==> src/rtl/dmem_port_arbiter.sv <==
// Shares the single DataMemoryManager port between the CPU data port and an external
// streaming master: CPU priority, starvation forcing, bounded external bursts.
module dmem_port_arbiter #(
   parameter int unsigned STARVE_LIMIT = 4,
   parameter int unsigned BURST_MAX    = 8,
   parameter logic [31:0] DATA_TOP     = 32'd4095
) (
   input  logic        CLK,
   input  logic        RST,
   input  logic        cpu_req_i,
   input  logic        cpu_we_i,
   input  logic [31:0] cpu_addr_i,
   input  logic [31:0] cpu_wdata_i,
   output logic        cpu_gnt_o,
   output logic        cpu_rvalid_o,
   output logic [31:0] cpu_rdata_o,
   input  logic        ext_req_i,
   input  logic        ext_we_i,
   input  logic [31:0] ext_addr_i,
   input  logic [31:0] ext_wdata_i,
   output logic        ext_gnt_o,
   output logic        ext_rvalid_o,
   output logic [31:0] ext_rdata_o,
   output logic        ext_err_o,
   output logic [31:0] mem_addr_o,
   output logic [31:0] mem_wdata_o,
   output logic        mem_we_o,
   input  logic [31:0] mem_rdata_i
);

   localparam int WAIT_W  = $clog2(STARVE_LIMIT + 1);
   localparam int BURST_W = $clog2(BURST_MAX + 1);
   localparam logic [WAIT_W-1:0]  WAIT_SAT  = WAIT_W'(STARVE_LIMIT);
   localparam logic [BURST_W-1:0] BURST_SAT = BURST_W'(BURST_MAX);

   typedef enum logic [1:0] {S_IDLE, S_CPU, S_EXT} state_t;

   state_t               state, state_nxt;
   logic [WAIT_W-1:0]    wait_cnt, wait_nxt;
   logic [BURST_W-1:0]   burst_cnt, burst_nxt;
   logic [31:0]          addr_hold, wdata_hold;
   logic                 rd_cpu, rd_ext;
   logic                 gnt_cpu, gnt_ext, ext_blocked;

   // Grants are suppressed while reset is held so every output reads zero during reset.
   always_comb begin
      gnt_cpu = 1'b0;
      gnt_ext = 1'b0;
      if (!RST) begin
         if (ext_req_i && wait_cnt == WAIT_SAT)
            gnt_ext = 1'b1;
         else if (state == S_EXT && ext_req_i && (!cpu_req_i || burst_cnt < BURST_SAT))
            gnt_ext = 1'b1;
         else if (cpu_req_i)
            gnt_cpu = 1'b1;
         else if (ext_req_i)
            gnt_ext = 1'b1;
      end

      ext_blocked = gnt_ext && ext_we_i && (ext_addr_i <= DATA_TOP);

      state_nxt = S_IDLE;
      if (gnt_cpu)
         state_nxt = S_CPU;
      else if (gnt_ext)
         state_nxt = S_EXT;

      wait_nxt = '0;
      if (ext_req_i && !gnt_ext)
         wait_nxt = (wait_cnt == WAIT_SAT) ? wait_cnt : wait_cnt + WAIT_W'(1);

      burst_nxt = '0;
      if (gnt_ext)
         burst_nxt = (burst_cnt == BURST_SAT) ? burst_cnt : burst_cnt + BURST_W'(1);

      // Without a grant the memory bus keeps the last address/data it carried.
      mem_addr_o  = addr_hold;
      mem_wdata_o = wdata_hold;
      if (gnt_cpu) begin
         mem_addr_o  = cpu_addr_i;
         mem_wdata_o = cpu_wdata_i;
      end else if (gnt_ext) begin
         mem_addr_o  = ext_addr_i;
         mem_wdata_o = ext_wdata_i;
      end
      mem_we_o = (gnt_cpu && cpu_we_i) || (gnt_ext && ext_we_i && !ext_blocked);

      cpu_gnt_o    = gnt_cpu;
      ext_gnt_o    = gnt_ext;
      ext_err_o    = ext_blocked;
      cpu_rvalid_o = rd_cpu;
      ext_rvalid_o = rd_ext;
      cpu_rdata_o  = rd_cpu ? mem_rdata_i : '0;
      ext_rdata_o  = rd_ext ? mem_rdata_i : '0;
   end

   always_ff @(posedge CLK or posedge RST) begin
      if (RST) begin
         state      <= S_IDLE;
         wait_cnt   <= '0;
         burst_cnt  <= '0;
         addr_hold  <= '0;
         wdata_hold <= '0;
         rd_cpu     <= 1'b0;
         rd_ext     <= 1'b0;
      end else begin
         state      <= state_nxt;
         wait_cnt   <= wait_nxt;
         burst_cnt  <= burst_nxt;
         addr_hold  <= mem_addr_o;
         wdata_hold <= mem_wdata_o;
         rd_cpu     <= gnt_cpu && !cpu_we_i;
         rd_ext     <= gnt_ext && !ext_we_i;
      end
   end

endmodule

==> config.mk <==
export PLATFORM = sky130hd
export DESIGN_NAME = dmem_port_arbiter
export DESIGN_NICKNAME = d
export VERILOG_FILES = /design/src/rtl/dmem_port_arbiter.sv
export SDC_FILE = /design/constraint.sdc
export NUM_CORES = 1
export LEC_CHECK = 0
export ABC_AREA = 0
export CORE_AREA = 2 2 115 117
export CTS_BUF_LIST = sky130_fd_sc_hd__clkbuf_16
export CTS_CLUSTER_SIZE = 20
export DETAILED_ROUTE_END_ITERATION = 10
export DIE_AREA = 0 0 117 119
export GPL_TIMING_DRIVEN = 0
export PLACE_DENSITY = 0.8
export REMOVE_ABC_BUFFERS = 1
export SLEW_MARGIN = 20
export SYNTH_ARGS = -nofsm -noshare
export SYNTH_HDL_FRONTEND = slang
export SYNTH_SLANG_ARGS = --single-unit
==> constraint.sdc <==
create_clock -name CLK -period 8.05 [get_ports CLK]
set_clock_uncertainty 0.15 [all_clocks]
set_input_delay 1.61 -clock CLK [delete_from_list [all_inputs] [get_ports CLK]]
set_output_delay 1.61 -clock CLK [all_outputs]
set_load 0.05 [all_outputs]
==> results of run 1 <==
state kept, by name, summed over array words and instances (netlist names):
| name | count |
|---|---|
| cpu_rvalid_o | 1 |
| addr_hold | 32 |
| wdata_hold | 32 |
| burst_cnt | 4 |
| wait_cnt | 3 |
| ext_rvalid_o | 1 |
| state | 2 |
worst paths after layout:
path / slack (ns) / cells past startpoint / startpoint / end
max in group asynchronous: 5.67 / 3 / RST / addr_hold[14]
hold reg to reg: 0.43 / 2 / burst_cnt[3] / burst_cnt[3]
setup / recovery: 1.20 / 8 / RST / mem_addr_o[25]
setup reg to reg: 5.19 / 8 / wait_cnt[0] / wdata_hold[25]
min in group asynchronous: 1.49 / 2 / RST / addr_hold[27]
hold / removal: 0.43 / 2 / burst_cnt[3] / burst_cnt[3]
critical path: stages:
cell	delay, ns
clkdlybuf4s50_1	0.45
inv_4	0.31
buf_16	0.32
nand3_4	0.17
inv_4	0.69
mux2_4	0.35
mux2_2	0.29
clkdlybuf4s50_1	0.85
routing by layer:
layer / track usage (%) / vias to the layer above / wire (um)
li1: - / 1759 / -
met1: 21.1 / 1754 / 5010
met2: 40.0 / 194 / 8070
met3: 6.56 / 15 / 1360
met4: 6.10 / 0 / 288
met5: 0 / - / 0
synthesized netlist by cell type:
cell	number	area share, %
a21o_1	1	0.17
a21oi_1	1	0.12
and2_1	65	9.4
buf_12	3	1.4
buf_2	2	0.23
buf_4	9	1.6
clkbuf_1	6	0.52
dfrtp_1	75	43
ha_1	4	1.2
inv_1	8	0.70
inv_4	1	0.14
mux2_2	102	27
mux2_4	26	9.0
mux2i_1	2	0.46
nand2_1	6	0.52
nand2b_1	1	0.14
nand3_1	3	0.35
nand3_2	1	0.23
nand3_4	1	0.41
nand3b_1	2	0.35
nor2_1	7	0.61
nor3_1	2	0.23
nor4_1	5	0.72
nor4b_1	1	0.20
o21ai_0	1	0.12
o22ai_1	1	0.14
o2bb2ai_1	1	0.20
or2_2	1	0.14
or3b_4	1	0.26
xnor2_1	1	0.20
xor2_1	1	0.20
placed cells by master (no fill, tap or decap), drive strengths merged, types with 2 or more instances in the layout:
master and n:
nand3 5, mux2 128, ha 4, inv 10, buf 2, nor3 2
and2 65, clkinv 3, clkdlybuf4s50 299, nor2 7, nand2 6, dfrtp 75
nand3b 2, nor4 5, clkbuf 9, mux2i 2
power breakdown:
part,switching [uW],internal (uW)
clock network,143,201
logic,384,309
registers,19.9,440
layout make-up:
| class | count | area [sq um] |
|---|---|---|
| Antenna cell | 1 | 2.50 |
| Clock inverter | 5 | 23.8 |
| Sequential cell | 75 | 1880 |
| Clock buffer | 9 | 225 |
| Inverter | 9 | 38.8 |
| Timing Repair Buffer | 301 | 3040 |
| Tap cell | 176 | 220 |
| Fill cell | 1050 | 5190 |
| Multi-Input combinational cell | 237 | 2260 |
cells by family (layout without fill, tap and decap cells):
| group | after synthesis | count (layout) | synth area share, % |
|---|---|---|---|
| multiplexers | 130 | 130 | 36.1 |
| AND/OR/NAND/NOR | 96 | 96 | 13.6 |
| flip-flops | 75 | 75 | 43.5 |
| buffers and inverters | 29 | 324 | 4.55 |
| AO/OA/AOI/OAI | 5 | 5 | 0.753 |
| adder cells (fa/ha/maj) | 4 | 4 | 1.16 |
| XOR/XNOR | 2 | 2 | 0.406 |
| other | 0 | 1 | 0 |
stage by stage:
stage,cells,cell area [sq um],hold slack [ns]
3_5_place_dp,798,7430,0.422
4_1_cts,812,7680,0.434
5_1_grt,813,7690,0.452
6_report,813,7690,0.433
2_1_floorplan,321,4160,0.377
3_3_place_gp,796,7370,0.402
==> metrics.yaml, run 1 <==
worst_setup_path:
  critPathMaxFanout: 68
  crit_required_ns: 6.29
  critPathArrivalTime_ns: 5.09
  crit_path_start_kind: "input pin"
  path_class: "in2out"
  worstSetupEndpointType: "output pin"
sta:
  clock.fmax_mhz: 146
  timing.final.ws_setup_ns: 1.20
  tightest_slew_ns: 0.968
  post-route-min-period_ns: 6.85
  hold_viol: 0
  slew_viol_final: 0
  fin_crit_sh_pct: 85.1
  setup_tns_ns: 0
  relSlewSlack_pct: 35.5
  setup_viol: 0
  rsz0062_at_grt: "false"
yosys:
  syn_area_per_cell_sq_um: 12.7
  ys_seq_elements: 75
  ys_seq_area_share_pct: 43.5
  yosys_warnings: 0
  postSynthCellCount: 341
  yosys.cell_types.count: 31
  synthesis.area_sq_um: 4320
placed_design:
  numPortBuffers: 299
  place.gp.congestion: 0.741
  hpwl_um: 11900
  place_ws_ns: 1.12
global_routing:
  grt_pass1_vias: 4023
  grt_max_degree: 69
  overflow: 0
  grt_usage_pct: 20.9
  grt_pass1_wl_um: 21700
  antenna_found_initial: 1
layout:
  drive_gt1_share_pct: 23.3
  final_util_pct: 59.7
  nets: 803
  area_delta_synth_final_pct: 78.0
clock_network:
  cts.sinks: 75
  cts_tree: "built"
  cts_htree_levels: 3
  cts_buffers: 9
  postCtsSetupBuffers: 0
  clock_latency_ns: 0.32
  clk_path_buf_depth: 2
  cts_root_buf: "clkbuf_16"
  clk_pin_slew_ns: 0.05
  cts_hold_buffers: 0
  post_cts_resized: 0
detailed_routing:
  via_per_inst: 4.58
  drc: 0
  drt_wl_total_um: 14700
  dr_total_vias: 3722
  final_antenna_net_count: 0
  wire_per_inst_um: 18.1
  first_pass_iters: 4
  drt-initial-drc-count: 59
power:
  power_uw: 1500
  ir_worst_vdd_mv: 0.116
  cellPowerDensity_nw_per_um2: 195
  power_leakage_uw: 0.00313
floorplan:
  core_area_sq_um: 12900
  row_count: 42
  io_pins: 300
  die-area_sq_um: 13900
  die_x_um: 117
  start_util_pct: 33.5
  fp.dieH_um: 119
job:
  max-cap-violations: 0
worst_hold_path:
  hold_class: "reg2reg"
outcome:
  status: "finished clean"
(Power assumes the default switching activity.)
==> inputs of run 2 (changes only) <==
TNS_END_PERCENT = 1   (was default)
==> results of run 2 <==
Final layout, timing and power as in run 1 (identical DEF).
==> inputs of run 3 (changes only) <==
SLEW_MARGIN = 15   (was 20)
==> results of run 3 <==
Final layout, timing and power as in run 1 (identical DEF).
